<file path="src/rtl/cdcm_tx_pkg.sv">
// Shared types and constant helpers for the CDCM transmit waveform generator:
// symbol pattern builders, sequencer state encoding and offset-table entries.
package cdcm_tx_pkg;

   localparam int MAX_DEV_W = 16;

   typedef logic [MAX_DEV_W-1:0] sym_t;

   typedef enum logic [1:0] {
      INIT = 2'd0,
      SCAN = 2'd1,
      RUN  = 2'd2
   } state_e;

   // Pattern of dev_w bits whose top 'ones' bits are set; rising edge is always the MSB.
   function automatic sym_t ones_msb(int dev_w, int ones);
      sym_t p;
      p = '0;
      for (int i = 0; i < MAX_DEV_W; i++) begin
         if (i < dev_w && i >= dev_w - ones) p[i] = 1'b1;
      end
      return p;
   endfunction

   function automatic sym_t idle_pattern(int dev_w);
      return ones_msb(dev_w, dev_w / 2);
   endfunction

   function automatic sym_t one_pattern(int dev_w, int mod_depth);
      return ones_msb(dev_w, dev_w / 2 + mod_depth);
   endfunction

   function automatic sym_t zero_pattern(int dev_w, int mod_depth);
      return ones_msb(dev_w, dev_w / 2 - mod_depth);
   endfunction

   // Callers keep the low table-width bits, which yields the value modulo 2^width.
   function automatic logic [31:0] offset_entry(int base, int idx);
      return 32'(base + idx);
   endfunction

   function automatic int min_width(int n);
      return (n > 1) ? $clog2(n) : 1;
   endfunction

endpackage

</file>
<file path="src/rtl/cdcm_tx_waveform_gen_if.sv">
// Data/status bundle between the CDCM TX data source (master) and the
// waveform generator (slave).
interface cdcm_tx_waveform_gen_if
   import cdcm_tx_pkg::*;
#(
   parameter int kSysW         = 1,
   parameter int kDevW         = 8,
   parameter int kNumTaps      = 8,
   parameter int kWidthScanTdc = 8
);
   localparam int TAP_W = min_width(kNumTaps);

   logic [kSysW-1:0]                  dataIn;
   logic                              validIn;
   logic                              readyOut;
   logic                              forceIdle;
   logic [kSysW*kDevW-1:0]            dOutToSerdes;
   logic [TAP_W-1:0]                  scanTap;
   logic [kNumTaps*kWidthScanTdc-1:0] offsetTable;
   logic                              scanFinished;

   modport master (
      output dataIn, validIn, forceIdle,
      input  readyOut, dOutToSerdes, scanTap, offsetTable, scanFinished
   );

   modport slave (
      input  dataIn, validIn, forceIdle,
      output readyOut, dOutToSerdes, scanTap, offsetTable, scanFinished
   );

endinterface

</file>
<file path="src/rtl/cdcm_symbol_enc.sv">
// One CDCM symbol: maps (data bit, idle request) to its kDevW-bit waveform.
module cdcm_symbol_enc
   import cdcm_tx_pkg::*;
#(
   parameter int kDevW     = 8,
   parameter int kModDepth = 1
) (
   input  logic             bit_i,
   input  logic             idle_i,
   output logic [kDevW-1:0] sym_o
);
   localparam logic [kDevW-1:0] IDLE_SYM = kDevW'(idle_pattern(kDevW));
   localparam logic [kDevW-1:0] ONE_SYM  = kDevW'(one_pattern(kDevW, kModDepth));
   localparam logic [kDevW-1:0] ZERO_SYM = kDevW'(zero_pattern(kDevW, kModDepth));

   assign sym_o = idle_i ? IDLE_SYM : (bit_i ? ONE_SYM : ZERO_SYM);

endmodule

</file>
<file path="src/rtl/cdcm_tx_waveform_gen.sv">
// CDCM TX parallel waveform generator: post-reset idle/scan sequencer followed
// by per-symbol encoding of dataIn into the OSERDES input word.
module cdcm_tx_waveform_gen
   import cdcm_tx_pkg::*;
#(
   parameter int kSysW         = 1,
   parameter int kDevW         = 8,
   parameter int kModDepth     = 1,
   parameter int kNumTaps      = 8,
   parameter int kWidthScanTdc = 8,
   parameter int kOffsetBase   = -5,
   parameter int kInitLen      = 64,
   parameter int kScanLen      = 16
) (
   input logic                   clkDivIn,
   input logic                   ioReset,
   cdcm_tx_waveform_gen_if.slave bus
);
   localparam int WORD_W  = kSysW * kDevW;
   localparam int TABLE_W = kNumTaps * kWidthScanTdc;
   localparam int TAP_W   = min_width(kNumTaps);
   localparam int CNT_W   = min_width((kInitLen > kScanLen) ? kInitLen : kScanLen);

   localparam logic [CNT_W-1:0] INIT_LAST = CNT_W'(kInitLen - 1);
   localparam logic [CNT_W-1:0] SCAN_LAST = CNT_W'(kScanLen - 1);
   localparam logic [TAP_W-1:0] TAP_LAST  = TAP_W'(kNumTaps - 1);
   localparam logic [kDevW-1:0] IDLE_SYM  = kDevW'(idle_pattern(kDevW));

   state_e             state_q;
   logic [CNT_W-1:0]   cnt_q;
   logic [TAP_W-1:0]   tap_q;
   logic               fin_q;
   logic [WORD_W-1:0]  dout_q;
   logic [WORD_W-1:0]  dout_d;
   logic [WORD_W-1:0]  idle_word;
   logic [TABLE_W-1:0] table_init;
   logic [TABLE_W-1:0] table_q;
   logic               sym_idle;

   // forceIdle outranks validIn, and nothing is encoded before the sequencer reaches RUN.
   assign sym_idle  = (state_q != RUN) || bus.forceIdle || !bus.validIn;
   assign idle_word = {kSysW{IDLE_SYM}};

   for (genvar j = 0; j < kSysW; j++) begin : g_sym
      cdcm_symbol_enc #(
         .kDevW    (kDevW),
         .kModDepth(kModDepth)
      ) u_enc (
         .bit_i (bus.dataIn[kSysW-1-j]),
         .idle_i(sym_idle),
         .sym_o (dout_d[(kSysW-j)*kDevW-1 -: kDevW])
      );
   end

   for (genvar i = 0; i < kNumTaps; i++) begin : g_tab
      localparam logic [31:0] ENTRY = offset_entry(kOffsetBase, i);
      assign table_init[i*kWidthScanTdc +: kWidthScanTdc] = ENTRY[kWidthScanTdc-1:0];
   end

   // NOTE: sequential state uses non-blocking assignments so every register
   // updates from pre-edge values regardless of statement order.
   always_ff @(posedge clkDivIn) begin
      if (ioReset) begin
         state_q <= INIT;
         cnt_q   <= '0;
         tap_q   <= '0;
         fin_q   <= 1'b0;
         dout_q  <= idle_word;
         // NOTE: the offset table only loads under reset and holds afterwards,
         // so it needs no enable path of its own.
         table_q <= table_init;
      end else begin
         dout_q <= dout_d;
         unique case (state_q)
            INIT: begin
               if (cnt_q == INIT_LAST) begin
                  state_q <= SCAN;
                  cnt_q   <= '0;
                  tap_q   <= '0;
               end else begin
                  cnt_q <= cnt_q + CNT_W'(1);
               end
            end
            SCAN: begin
               if (cnt_q == SCAN_LAST) begin
                  cnt_q <= '0;
                  if (tap_q == TAP_LAST) begin
                     state_q <= RUN;
                     fin_q   <= 1'b1;
                  end else begin
                     tap_q <= tap_q + TAP_W'(1);
                  end
               end else begin
                  cnt_q <= cnt_q + CNT_W'(1);
               end
            end
            RUN: begin
               fin_q <= 1'b1;
            end
            default: begin
               state_q <= INIT;
               cnt_q   <= '0;
               tap_q   <= '0;
               fin_q   <= 1'b0;
            end
         endcase
      end
   end

   assign bus.dOutToSerdes = dout_q;
   assign bus.scanTap      = tap_q;
   assign bus.scanFinished = fin_q;
   assign bus.readyOut     = fin_q;
   assign bus.offsetTable  = table_q;

endmodule

</file>
<file path="src/flat_wrapper.sv">
// flat-port wrapper written by rule: the top's interface ports become plain ports
module cdcm_tx_waveform_gen_flat import cdcm_tx_pkg::*;
#(
   parameter int kSysW         = 1,
   parameter int kDevW         = 8,
   parameter int kModDepth     = 1,
   parameter int kNumTaps      = 8,
   parameter int kWidthScanTdc = 8,
   parameter int kOffsetBase   = -5,
   parameter int kInitLen      = 64,
   parameter int kScanLen      = 16
)
  (clkDivIn, ioReset, bus_dataIn, bus_validIn, bus_forceIdle, bus_readyOut, bus_dOutToSerdes, bus_scanTap, bus_offsetTable, bus_scanFinished);
  cdcm_tx_waveform_gen_if #(.kSysW(kSysW), .kDevW(kDevW), .kNumTaps(kNumTaps), .kWidthScanTdc(kWidthScanTdc)) bus_i ();
  input logic clkDivIn;
  input logic ioReset;
  input wire logic [$bits(bus_i.dataIn)-1:0] bus_dataIn;
  input wire logic [$bits(bus_i.validIn)-1:0] bus_validIn;
  input wire logic [$bits(bus_i.forceIdle)-1:0] bus_forceIdle;
  output wire logic [$bits(bus_i.readyOut)-1:0] bus_readyOut;
  output wire logic [$bits(bus_i.dOutToSerdes)-1:0] bus_dOutToSerdes;
  output wire logic [$bits(bus_i.scanTap)-1:0] bus_scanTap;
  output wire logic [$bits(bus_i.offsetTable)-1:0] bus_offsetTable;
  output wire logic [$bits(bus_i.scanFinished)-1:0] bus_scanFinished;
  assign bus_i.dataIn = bus_dataIn;
  assign bus_i.validIn = bus_validIn;
  assign bus_i.forceIdle = bus_forceIdle;
  assign bus_readyOut = bus_i.readyOut;
  assign bus_dOutToSerdes = bus_i.dOutToSerdes;
  assign bus_scanTap = bus_i.scanTap;
  assign bus_offsetTable = bus_i.offsetTable;
  assign bus_scanFinished = bus_i.scanFinished;
  cdcm_tx_waveform_gen #(.kSysW(kSysW), .kDevW(kDevW), .kModDepth(kModDepth), .kNumTaps(kNumTaps), .kWidthScanTdc(kWidthScanTdc), .kOffsetBase(kOffsetBase), .kInitLen(kInitLen), .kScanLen(kScanLen)) u_core (.clkDivIn(clkDivIn), .ioReset(ioReset), .bus(bus_i));
endmodule
</file>
<file path="config.mk">
export PLATFORM = sky130hd
export DESIGN_NAME = cdcm_tx_waveform_gen_flat
export DESIGN_NICKNAME = d
export VERILOG_FILES = /design/src/rtl/cdcm_tx_pkg.sv /design/src/rtl/cdcm_tx_waveform_gen_if.sv /design/src/rtl/cdcm_symbol_enc.sv /design/src/rtl/cdcm_tx_waveform_gen.sv /design/src/flat_wrapper.sv
export SDC_FILE = /design/constraint.sdc
export NUM_CORES = 1
export LEC_CHECK = 0
export CELL_PAD_IN_SITES_DETAIL_PLACEMENT = 2
export CELL_PAD_IN_SITES_GLOBAL_PLACEMENT = 2
export CORE_MARGIN = 3
export CORE_UTILIZATION = 20
export CTS_CLUSTER_DIAMETER = 30
export CTS_CLUSTER_SIZE = 12
export DETAILED_ROUTE_END_ITERATION = 12
export PLACE_DENSITY = 0.95
export SYNTH_ARGS = -nofsm -noshare
export SYNTH_HDL_FRONTEND = slang
export SYNTH_SLANG_ARGS = --single-unit
export TNS_END_PERCENT = 100
</file>
<file path="constraint.sdc">
create_clock -name clkDivIn -period 3.4 [get_ports clkDivIn]
set_clock_uncertainty 0.15 [all_clocks]
set_input_delay 0.51 -clock clkDivIn [delete_from_list [all_inputs] [get_ports clkDivIn]]
set_output_delay 0.51 -clock clkDivIn [all_outputs]
set_load 0.02 [all_outputs]
</file>
After elaboration in Yosys (flattened, before gate mapping)
Index checks and enable logic that the tools add are counted.

cells by class
  $add $sub $neg = 2
  equal/unequal tests = 10
  mux-type cells = 15
  bitwise operators = 2
  reduce and logical (&&, ||, !) cells = 8

operators with widths
  operator             number
  $pmux 6 s3           1
  $mux 6               2
  $mux 3               3
  $pmux 3 s3           1
  $reduce_and 4->1     2
  $add 6x1->6 const B  1
  $eq 6x4->1 const B   1
  $eq 6x6->1 const B   1
  $mux 2               3
  $ne 2x1->1 const B   3
  $pmux 2 s3           1
  $mux 5               1
  $ne 2x2->1 const B   2
  $add 3x1->3 const B  1
  $eq 3x3->1 const B   1
  $pmux 1 s3           1
  $reduce_and 3->1     1
  $eq 2x1->1 const B   1
  $eq 2x2->1 const B   1
  $logic_not 2->1      1
  $logic_or 1x1->1     2
  $mux 1               2
  $not 1->1            2
  $reduce_or 2->1      1
  $logic_not 1->1      1

word-level totals
  register bits after elaboration = 20
  logic and storage cells = 42

Depth between registers and ports, before layout
Gate-level depths: netlist of run 1.

  depth after elaboration = 4
  gate-level depth with buffers = 7
  depth with buffers taken out = 6

By module
A second synthesis of run 1 with hierarchy kept.

second synthesis, totals
  cell total of the unflattened synthesis = 177
  area total of the unflattened synthesis = 1470.2 µm²

modules (own cells, without submodules)
  module                instances  cells each  area each (µm²)  sequential area each (µm²)
  cdcm_tx_waveform_gen  1          167         1405.1           400.4
  cdcm_symbol_enc       1          10          65.1             0.0

Worst setup path after synthesis of run 1
Ideal clock, no wire load.

  kind = reg2reg
  from = register u_core.state_q[0]
  to = register u_core.tap_q[0], in the netlist u_core.bus.scanTap[0]
  data arrival time = 1.531 ns
  setup slack = 1.660 ns
  stages on the path, launching flop included = 7
  path buffers = 0
  cell sequence = dfxtp_1 inv_1 ha_1 nor3_1 o21ai_0 nor4_1 a22o_1

on the way
  word-level cells in the longest chain between the ends = 3

ends and longest elaborated chain
  item                                                RTL line                    source
  start: declaration                                  cdcm_tx_waveform_gen.sv:29  state_e state_q;
  start signal: assignment                            cdcm_tx_waveform_gen.sv:64  state_q <= INIT;
  start signal: assignment                            cdcm_tx_waveform_gen.sv:77  state_q <= SCAN;
  start signal: assignment                            cdcm_tx_waveform_gen.sv:88  state_q <= RUN;
  $eq 2x1->1, or another cell as far along            cdcm_tx_waveform_gen.sv:74  unique case (state_q)
  $ne 2x2->1 (no line), or another cell as far along  n/a
  $reduce_and 4->1 (no line)                          n/a
  end signal: assignment                              cdcm_tx_waveform_gen.sv:91  tap_q <= tap_q + TAP_W'(1);
  end: declaration                                    cdcm_tx_waveform_gen.sv:31  logic [TAP_W-1:0] tap_q;

Parallel ways exist; a longest one is shown, timed or not.
A chain may end at the register's enable or synchronous reset.

Worst setup path in the final report of run 1
  from = register u_core.state_q[0]
  to = register u_core.tap_q[2], in the netlist u_core.bus.scanTap[2]

Same word-level chain as after synthesis.

==> flow_metrics.env, run 1 <==
export IMPL_design_final_nets=177
export IMPL_fillerInstances=739
export IMPL_power_density_cell_area_nw_per_um2=343.1
export IMPL_num_vias=819
export IMPL_setup_violations=0
export IMPL_startpoint_type="register"
export IMPL_cell_taking_the_most_area_after_synthesis="sky130_fd_sc_hd__buf_4"
export IMPL_netlist_area_um2=1257
export IMPL_place_gp_congestion=0.7543
export IMPL_synth_cell_types=34
export IMPL_start_util_pct=20.99
export IMPL_cts_post_setup_buffers_inserted=0
export IMPL_antenna_cells=0
export IMPL_drt_antenna_violating_nets=0
export IMPL_worst_voltage_drop_across_the_vdd_grid_mv=0.1605
export IMPL_synthesis_instances=155
export IMPL_global_route_wire_length_before_repair_mm=3.981
export IMPL_drt_first_iter_violations=13
export IMPL_drc=0
export IMPL_worstPathArrival_ps=2080
export IMPL_core_region_area_um2=5991
export IMPL_ioPinCount=82
export IMPL_max_freq_mhz=480.3
export IMPL_std_cell_rows=28
export IMPL_layout_common_cells="70 x sky130_fd_sc_hd__conb_1, 14 x sky130_fd_sc_hd__dfxtp_1, 11 x sky130_fd_sc_hd__clkdlybuf4s50_1, 10 x sky130_fd_sc_hd__nor2_1"
export IMPL_clkLatencyLatePin_ps=250
export IMPL_synthDominantCellAreaShare_pct=42.39
export IMPL_antenna_found_initial=0
export IMPL_timing_final_crit_period_ps=2082
export IMPL_cts_root_buf="sky130_fd_sc_hd__clkbuf_8"
export IMPL_synth_seq_area_share_pct=22.29
export IMPL_grt_start_max_net_pins=17
export IMPL_critPathTopFamily="compound AO/OA/AOI/OAI gates"
export IMPL_slew_headroom_pct=60.97
export IMPL_dp_final_hpwl_mm=2.164
export IMPL_crit_path_cell_trace="inv_1, ha_1, nor2_1, o21ai_0, a32o_1"
export IMPL_ctsHtreeMaxLevel=1
export IMPL_finalNonFillerCells=240
export IMPL_post_cts_resized=0
export IMPL_grt_overflow_total=0
export IMPL_globalRouteTotalUtil_pct=6.913
export IMPL_route_final_wire_length_mm=2.607
export IMPL_setup_worst_path_end_class="register"
export IMPL_cp_required_ps=3390
export IMPL_path_buf_inv=1
export IMPL_die_h_um=85.29
export IMPL_slowest_delay_ps=500
export IMPL_hold_class="register to register"
export IMPL_max_cap_violations=0
export IMPL_post_route_cells_drive_above_1_share_pct=3.030
export IMPL_ys_seq_elements=14
export IMPL_totalNegativeSetupSlack_ps=0
export IMPL_outcome="complete, no violations"
export IMPL_synthToLayoutAreaGrowth_pct=-2.090
export IMPL_tritoncts_num_buffers=3
export IMPL_maxSlewViolCount=0
export IMPL_first_global_vias=791
export IMPL_io_buffers=11
export IMPL_max_clock_path_buffers=2
export IMPL_layout_commonest_cell="sky130_fd_sc_hd__conb_1"
export IMPL_path_max_fanout=9
export IMPL_total_die_area_um2=7274
export IMPL_timing_hold_violations_final=0
export IMPL_synthTopCellsByArea="sky130_fd_sc_hd__buf_4 42%, sky130_fd_sc_hd__dfxtp_1 22%, sky130_fd_sc_hd__ha_1 6.0%"
export IMPL_power_leakage_uw=0.0005688
export IMPL_timing_setup_critical_path_class="register to register"
export IMPL_postSynthAreaPerCell_um2=8.113
export IMPL_synth_yosys_warnings=0
export IMPL_numClockSinks=14
export IMPL_cts_tree="done"
export IMPL_cell_count_post_placement=236
export IMPL_final_period_utilization_pct=61.24
export IMPL_slew_at_the_pin_closest_to_its_max_slew_limit_ps=583.3
export IMPL_avgRoutedWirePerCell_um=10.86
export IMPL_drt_pass1_iter_count=3
export IMPL_die_width_um=85.29
export IMPL_postCtsHoldBufs=0
export IMPL_unrepaired_setup_endpoints_after_global_routing="false"
export IMPL_timing_critical_path_slowest_stage_cell="sky130_fd_sc_hd__nor2_1"
export IMPL_reg_clk_slew_reported_paths_ps=60
export IMPL_via_per_inst=3.413
cell usage after synthesis:
cell	instances
sky130_fd_sc_hd__nand2_1	4
sky130_fd_sc_hd__nand4_1	1
sky130_fd_sc_hd__xnor2_1	1
sky130_fd_sc_hd__nor4_1	1
sky130_fd_sc_hd__dfxtp_1	14
sky130_fd_sc_hd__nor4bb_1	1
sky130_fd_sc_hd__ha_1	6
sky130_fd_sc_hd__nand2b_1	1
sky130_fd_sc_hd__a41oi_1	1
sky130_fd_sc_hd__xor2_1	1
sky130_fd_sc_hd__o2111ai_1	1
sky130_fd_sc_hd__nand4b_1	1
sky130_fd_sc_hd__o21a_1	1
sky130_fd_sc_hd__or2b_1	1
sky130_fd_sc_hd__nor2_1	10
sky130_fd_sc_hd__a32o_1	2
sky130_fd_sc_hd__buf_4	71
sky130_fd_sc_hd__a21oi_1	6
sky130_fd_sc_hd__clkbuf_1	2
sky130_fd_sc_hd__a211oi_1	2
sky130_fd_sc_hd__mux2i_1	1
sky130_fd_sc_hd__and3_2	1
sky130_fd_sc_hd__nor3_1	3
sky130_fd_sc_hd__o32ai_1	1
sky130_fd_sc_hd__o21ai_0	5
sky130_fd_sc_hd__nand3b_1	2
sky130_fd_sc_hd__and2_1	1
sky130_fd_sc_hd__inv_1	6
sky130_fd_sc_hd__or4_1	1
sky130_fd_sc_hd__nor2b_1	1
sky130_fd_sc_hd__o31ai_1	1
sky130_fd_sc_hd__conb_1	2
sky130_fd_sc_hd__a22o_1	1
sky130_fd_sc_hd__and3b_1	1
final cells by class:
cell class	count	area, um2	share of cell area (%)
clock buffers	4	55.05	4.472
inverters	6	22.52	1.829
multi-input cells	130	669.4	54.37
flip-flops and latches	14	280.3	22.76
well taps	75	93.84	7.622
repair buffers	11	110.1	8.943
worst register-to-register path, stage by stage, from the launching register on:
cell and delay, ps:
sky130_fd_sc_hd__dfxtp_1 330, sky130_fd_sc_hd__inv_1 80, sky130_fd_sc_hd__ha_1 290, sky130_fd_sc_hd__nor2_1 500
sky130_fd_sc_hd__o21ai_0 300, sky130_fd_sc_hd__a32o_1 320
flip-flops by register name (all words and copies together) (netlist names):
signal	count
u_core.state_q	2
u_core.bus.readyOut	1
u_core.bus.scanTap	3
u_core.bus.dOutToSerdes	2
u_core.cnt_q	6
report_power, final:
part	internal [uW]	switching (uW)
clock	103	64.2
combinational	8.25	77.3
sequential	167	2.71
metrics by stage:
step           util (%)  instance area (um2)  setup WS, ps  total power [uW]  hold slack, ps
2_1_floorplan         -                 1513          1660             309.2           315.7
5_1_grt           20.55                 1231          1150             439.0           414.8
3_3_place_gp      19.63                 1176          1255             254.1           338.9
3_5_place_dp      19.63                 1176          1233             255.7           369.4
6_report          20.55                 1231          1318             422.4           378.9
4_1_cts           20.55                 1231          1312             424.5           383.5
worst paths after layout:
check	start	to	slack [ps]	cells after the start
max	u_core.state_q[0]	u_core.bus.scanTap[2]	1320	5
min	u_core.cnt_q[0]	u_core.cnt_q[0]	380	2
max reg2reg	u_core.state_q[0]	u_core.bus.scanTap[2]	1320	5
min reg2reg	u_core.cnt_q[0]	u_core.cnt_q[0]	380	2
per-layer routing:
layer  GRT usage [%]  wire length (um)  part of all wire [%]
met1           7.844               979                    38
met2           12.08              1396                    54
met3           3.301               218                   8.4
met4          0.8633                12                  0.46
met5               0                 0                     0
logic make-up (layout without fill, tap and decap cells):
logic type	Yosys count	in the layout	synth area share [%]
buffers and inverters	79	21	44.78
AND/OR/NAND/NOR	30	30	13.04
AO/OA/AOI/OAI	21	21	11.14
flip-flops	14	14	22.29
adder cells (fa/ha/maj)	6	6	5.970
other	2	70	0.5972
XOR/XNOR	2	2	1.393
multiplexers	1	1	0.7961
(Power assumes the default switching activity.)
==> inputs of run 2 (changes only) <==
--- a/config.mk
+++ b/config.mk
@@ -8,11 +8,11 @@
 export CELL_PAD_IN_SITES_DETAIL_PLACEMENT = 2
 export CELL_PAD_IN_SITES_GLOBAL_PLACEMENT = 2
 export CORE_MARGIN = 3
-export CORE_UTILIZATION = 20
+export CORE_UTILIZATION = 18
 export CTS_CLUSTER_DIAMETER = 30
 export CTS_CLUSTER_SIZE = 12
 export DETAILED_ROUTE_END_ITERATION = 12
-export PLACE_DENSITY = 0.95
+export PLACE_DENSITY = 0.89
 export SYNTH_ARGS = -nofsm -noshare
 export SYNTH_HDL_FRONTEND = slang
 export SYNTH_SLANG_ARGS = --single-unit
==> constraint.sdc (replaced) <==
create_clock -name clkDivIn -period 2.15 [get_ports clkDivIn]
set_clock_uncertainty 0.15 [all_clocks]
set_input_delay 0.3225 -clock clkDivIn [delete_from_list [all_inputs] [get_ports clkDivIn]]
set_output_delay 0.3225 -clock clkDivIn [all_outputs]
set_load 0.02 [all_outputs]
==> run 2 against run 1 <==
Against the previous run:
- routed wire length is 2.8% lower
- total power up 45%
- die area grew 10%
- maximum frequency up 5.7%
- utilization down 1.4 points
- clock power rose by 25%
==> flow_metrics.env, run 2 (same netlist as run 1, synthesis figures left out) <==
export IMPL_outcome="complete, no violations"
export IMPL_slew_at_the_pin_closest_to_its_max_slew_limit_ps=504.6
export IMPL_design_final_nets=178
export IMPL_place_gp_congestion=0.7521
export IMPL_antenna_cells=0
export IMPL_first_global_vias=774
export IMPL_fin_area_um2=1256
export IMPL_crit_path_cell_trace="inv_1, ha_1, and3b_1, o21a_1, or4_1, a21oi_1"
export IMPL_grt_overflow_total=0
export IMPL_cp_endpoint="u_core.cnt_q[0]"
export IMPL_routed_top_layer="met4"
export IMPL_max_clock_path_buffers=2
export IMPL_std_cell_rows=29
export IMPL_cts_post_setup_buffers_inserted=0
export IMPL_clkLatencyLatePin_ps=240
export IMPL_worst_voltage_drop_across_the_vdd_grid_mv=0.2086
export IMPL_wl_met3_um=230
export IMPL_drt_first_iter_violations=41
export IMPL_path_max_fanout=6
export IMPL_cp_depth=6
export IMPL_layout_commonest_cell="sky130_fd_sc_hd__conb_1"
export IMPL_die_width_um=89.58
export IMPL_met2WireLength_mm=1.298
export IMPL_final_period_utilization_pct=91.64
export IMPL_setup_worst_path_end_class="register"
export IMPL_fillerInstances=801
export IMPL_via_per_inst=3.167
export IMPL_totalNegativeSetupSlack_ps=0
export IMPL_routedLengthMet1_um=980
export IMPL_grt_start_max_net_pins=17
export IMPL_tritoncts_num_buffers=3
export IMPL_max_freq_mhz=507.5
export IMPL_max_cap_violations=0
export IMPL_cts_root_buf="sky130_fd_sc_hd__clkbuf_8"
export IMPL_dp_final_hpwl_mm=2.086
export IMPL_timing_critical_path_slowest_stage_cell="sky130_fd_sc_hd__or4_1"
export IMPL_die_h_um=89.58
export IMPL_global_route_wire_length_before_repair_mm=3.698
export IMPL_critical_path_reg2reg_endpoint="u_core.cnt_q[0]"
export IMPL_power_density_cell_area_nw_per_um2=487.6
export IMPL_timing_final_crit_period_ps=1970
export IMPL_num_vias=817
export IMPL_reg2reg_from="u_core.state_q[1]"
export IMPL_total_power_uw=612.6
export IMPL_hp_start="u_core.cnt_q[0]"
export IMPL_critPathTopFamily="simple AND/OR/NAND/NOR gates"
export IMPL_globalRouteTotalUtil_pct=5.972
export IMPL_cp_required_ps=2170
export IMPL_hold_class="register to register"
export IMPL_ff2ff_path_depth=6
export IMPL_top_register="u_core.cnt_q"
export IMPL_total_die_area_um2=8025
export IMPL_numClockSinks=14
export IMPL_cts_tree="done"
export IMPL_route_final_wire_length_mm=2.535
export IMPL_placement_cell_area_um2=1206
export IMPL_drc=0
export IMPL_startpoint_type="register"
export IMPL_worstPathArrival_ps=1990
export IMPL_slowest_delay_ps=430
export IMPL_startpoint_of_the_worst_setup_timing_path="u_core.state_q[1]"
export IMPL_timing_setup_critical_path_class="register to register"
export IMPL_largest_register_ffs=6
export IMPL_core_region_area_um2=6568
export IMPL_start_util_pct=19.15
export IMPL_avgRoutedWirePerCell_um=9.826
export IMPL_layout_common_cells="70 x sky130_fd_sc_hd__conb_1, 14 x sky130_fd_sc_hd__dfxtp_1, 11 x sky130_fd_sc_hd__clkdlybuf4s50_1, 9 x sky130_fd_sc_hd__nor2_1"
export IMPL_power_leakage_uw=0.0005660
export IMPL_drt_pass1_iter_count=4
export IMPL_synthToLayoutAreaGrowth_pct=-0.09988
export IMPL_drt_antenna_violating_nets=0
export IMPL_antenna_found_initial=0
export IMPL_io_buffers=11
export IMPL_reg2reg_slack_ps=180
export IMPL_path_buf_inv=1
export IMPL_ioPinCount=82
export IMPL_timing_hold_violations_final=0
export IMPL_unrepaired_setup_endpoints_after_global_routing="false"
export IMPL_post_route_cells_drive_above_1_share_pct=4.242
export IMPL_setup_violations=0
export IMPL_slew_headroom_pct=66.36
export IMPL_maxSlewViolCount=0
export IMPL_reg_clk_slew_reported_paths_ps=60
export IMPL_ctsHtreeMaxLevel=1
run 2: cell count changes in the layout (fill, tap and decap cells not counted), sizes merged:
| cell | change |
|---|---|
| clkbuf | -1 |
| buf | +1 |
run 2: per-layer routing:
metal  vias to the layer above  GRT usage (%)
met2                        51          11.10
li1                        396              -
met5                         -              0
met4                         0          1.624
met3                         2          1.916
met1                       368          6.441
run 2: area by class of cell:
cell class	instances	area [um2]	area share (%)
multi-input cells	130	678.2	53.98
flip-flops and latches	14	280.3	22.31
repair buffers	12	117.6	9.363
well taps	93	116.4	9.263
clock buffers	3	41.29	3.287
inverters	6	22.52	1.793
run 2: how the worst min path moves through the flow:
| stage | endpoint | slack (ps) | cells after the start |
|---|---|---|---|
| after detailed placement | u_core.cnt_q[1] | 350 | 2 |
| after global placement | u_core.cnt_q[2] | 340 | 2 |
| after global routing | u_core.cnt_q[1] | 380 | 2 |
| after CTS | u_core.cnt_q[0] | 360 | 2 |
| after floorplan | u_core.bus.dOutToSerdes[4] | 270 | 1 |
| final | u_core.cnt_q[0] | 360 | 2 |
run 2: worst min-delay path, stage by stage (launching register included):
cell and delay [ps]:
sky130_fd_sc_hd__dfxtp_1 330, sky130_fd_sc_hd__nand2_1 70, sky130_fd_sc_hd__a21oi_1 50
run 2: power breakdown:
part / switching, uW / leakage, uW / total [uW] / internal (uW)
clock network: 84.5 / 0.0000216 / 208 / 124
registers: 4.09 / 0.000113 / 269 / 264
logic: 122 / 0.000431 / 136 / 14.2
run 2: per-stage QoR:
step,utilization [%],hold slack (ps),cells,setup slack [ps]
5_1_grt,19.13,385.0,258,2.170
6_report,19.13,355.9,258,179.6
3_3_place_gp,18.37,338.9,255,151.7
4_1_cts,18.99,362.6,258,18.65
3_5_place_dp,18.37,352.1,255,40.31
2_1_floorplan,-,274.0,223,410.0
run 2: repair_timing:
item	4_1_cts	5_1_grt
endpoints found under the setup margin	0	7
hold buffers	0	0
gates resized for setup	0	3
==> inputs of run 3 (changes only) <==
--- a/config.mk
+++ b/config.mk
@@ -9,6 +9,7 @@
 export CELL_PAD_IN_SITES_GLOBAL_PLACEMENT = 2
 export CORE_MARGIN = 3
 export CORE_UTILIZATION = 18
+export CTS_BUF_LIST = sky130_fd_sc_hd__clkbuf_16
 export CTS_CLUSTER_DIAMETER = 30
 export CTS_CLUSTER_SIZE = 12
 export DETAILED_ROUTE_END_ITERATION = 12
==> constraint.sdc (replaced) <==
create_clock -name clkDivIn -period 2 [get_ports clkDivIn]
set_clock_uncertainty 0.15 [all_clocks]
set_input_delay 0.3 -clock clkDivIn [delete_from_list [all_inputs] [get_ports clkDivIn]]
set_output_delay 0.3 -clock clkDivIn [all_outputs]
set_load 0.02 [all_outputs]
==> run 3 against run 2 <==
Against the previous run:
- total power grew 35%
- cell count is 1.9% higher
- non-clock buffer count is 4 higher
- critical path depth stayed put
- first-iteration DRC count decreased by 39%
- maximum frequency up 4.9%
- worst setup slack got worse by 59 ps
- utilization is 1.1 points higher
- critical path type unchanged
- largest power group is now clock
- highest routed layer unchanged
==> flow_metrics.env, run 3 (same netlist as run 1, synthesis figures left out) <==
export IMPL_cp_required_ps=2030
export IMPL_startpoint_type="register"
export IMPL_slew_at_the_pin_closest_to_its_max_slew_limit_ps=521.4
export IMPL_cell_count_post_placement=259
export IMPL_total_power_uw=825.6
export IMPL_top_register="u_core.cnt_q"
export IMPL_cts_post_setup_buffers_inserted=0
export IMPL_drt_pass1_iter_count=4
export IMPL_totalNegativeSetupSlack_ps=0
export IMPL_max_cap_violations=0
export IMPL_startpoint_of_the_worst_setup_timing_path="u_core.state_q[1]"
export IMPL_timing_setup_critical_path_class="register to register"
export IMPL_drt_first_iter_violations=25
export IMPL_layout_commonest_cell="sky130_fd_sc_hd__conb_1"
export IMPL_route_final_wire_length_mm=2.822
export IMPL_layout_common_cells="70 x sky130_fd_sc_hd__conb_1, 14 x sky130_fd_sc_hd__dfxtp_1, 11 x sky130_fd_sc_hd__clkdlybuf4s50_1, 10 x sky130_fd_sc_hd__nor2_1"
export IMPL_reg_clk_slew_reported_paths_ps=50
export IMPL_globalRouteTotalUtil_pct=6.704
export IMPL_synthToLayoutAreaGrowth_pct=5.771
export IMPL_post_route_cells_drive_above_1_share_pct=7.647
export IMPL_maxSlewViolCount=0
export IMPL_cts_tree="done"
export IMPL_setup_violations=0
export IMPL_design_final_nets=182
export IMPL_max_freq_mhz=532.2
export IMPL_total_die_area_um2=8025
export IMPL_ctsHtreeMaxLevel=1
export IMPL_die_h_um=89.58
export IMPL_finalHoldWorstSlack_ps=365.3
export IMPL_worst_voltage_drop_across_the_vdd_grid_mv=0.2683
export IMPL_postCtsHoldBufs=0
export IMPL_reg2reg_from="u_core.state_q[1]"
export IMPL_antenna_found_initial=0
export IMPL_power_density_cell_area_nw_per_um2=620.7
export IMPL_drt_antenna_violating_nets=0
export IMPL_critical_path_reg2reg_endpoint="u_core.cnt_q[0]"
export IMPL_hold_end="u_core.cnt_q[2]"
export IMPL_via_per_inst=3.289
export IMPL_start_util_pct=19.15
export IMPL_global_route_wire_length_before_repair_mm=4.188
export IMPL_ioPinCount=82
export IMPL_hold_class="register to register"
export IMPL_finalNonFillerCells=263
export IMPL_final_period_utilization_pct=93.94
export IMPL_largest_register_ffs=6
export IMPL_io_buffers=11
export IMPL_num_vias=865
export IMPL_timing_hold_violations_final=0
export IMPL_cts_root_buf="sky130_fd_sc_hd__clkbuf_16"
export IMPL_die_width_um=89.58
export IMPL_outcome="complete, no violations"
export IMPL_unrepaired_setup_endpoints_after_global_routing="false"
export IMPL_hp_start="u_core.cnt_q[2]"
export IMPL_avgRoutedWirePerCell_um=10.73
export IMPL_grt_start_max_net_pins=17
export IMPL_core_region_area_um2=6568
export IMPL_dp_final_hpwl_mm=2.292
export IMPL_place_gp_congestion=0.7018
export IMPL_numClockSinks=14
export IMPL_min_path_cells=2
export IMPL_power_leakage_uw=0.0006085
export IMPL_max_clock_path_buffers=2
export IMPL_setup_worst_path_end_class="register"
export IMPL_antenna_cells=0
export IMPL_std_cell_rows=29
export IMPL_first_global_vias=849
export IMPL_timing_final_crit_period_ps=1879
export IMPL_reg2reg_slack_ps=120
export IMPL_final_core_util_pct=20.25
export IMPL_grt_overflow_total=0
export IMPL_clkLatencyLatePin_ps=250
export IMPL_ff2ff_path_depth=6
export IMPL_tritoncts_num_buffers=3
export IMPL_drc=0
export IMPL_path_max_fanout=6
export IMPL_worstPathArrival_ps=1910
export IMPL_slew_headroom_pct=65.24
==> run 3: cell types whose count changed in the layout (fill, tap and decap cells not counted), moves of 2 or more <==
cell and delta:
sky130_fd_sc_hd__ha_1 -2, sky130_fd_sc_hd__nor3_1 -2, sky130_fd_sc_hd__clkbuf_8 -3, sky130_fd_sc_hd__clkbuf_16 +3
sky130_fd_sc_hd__ha_2 +2, sky130_fd_sc_hd__nor3_2 +2, sky130_fd_sc_hd__buf_4 +4
==> run 3: how the worst max path moves through the flow <==
| stage | to | slack (ps) | cells past startpoint |
|---|---|---|---|
| floorplan | u_core.bus.scanTap[0] | 260 | 6 |
| global placement | u_core.bus.scanTap[1] | 200 | 6 |
| detailed placement | u_core.cnt_q[5] | 70 | 7 |
| CTS | u_core.bus.scanTap[2] | 3 | 6 |
| global route | u_core.cnt_q[0] | 20 | 6 |
| finish | u_core.cnt_q[0] | 120 | 6 |
==> run 3: through the flow <==
stage	setup WS (ps)	cell area, um2
final	121.1	1330
after global routing	21.00	1330
after CTS	3.356	1315
after detailed placement	67.99	1236
after global placement	202.2	1236
after floorplan	260.0	1513
==> run 3: final cells by class <==
| class | instances | area, um2 |
|---|---|---|
| fillers | 791 | 5238 |
| multi-input cells | 130 | 684.4 |
| repair buffers | 16 | 147.6 |
| clock inverters | 1 | 3.754 |
| well taps | 93 | 116.4 |
| flip-flops and latches | 14 | 280.3 |
| clock buffers | 3 | 75.07 |
| inverters | 6 | 22.52 |
==> run 3: report_power, final <==
part,switching (uW),internal [uW],total [uW]
registers,5.11,285,290
logic,131,16.4,148
clock network,123,265,388
total,259,566,826
==> run 3: what timing repair did <==
action | in CTS | in global routing
endpoints found under the hold margin | 0 | 0
setup endpoints to repair | 0 | 8
gates resized for setup | 0 | 6
==> run 3: layer usage <==
layer	vias up	GRT usage [%]	wire length (um)
met5	-	0	0
li1	404	-	-
met4	0	1.624	19
met2	46	12.70	1521
met1	413	7.424	1068
met3	2	1.642	213
==> run 3: critical path: stages (launching register included) <==
cell,delay [ps]
sky130_fd_sc_hd__dfxtp_1,310
sky130_fd_sc_hd__inv_1,110
sky130_fd_sc_hd__ha_2,250
sky130_fd_sc_hd__and3b_1,200
sky130_fd_sc_hd__o21a_1,230
sky130_fd_sc_hd__or4_1,410
sky130_fd_sc_hd__a21oi_1,150
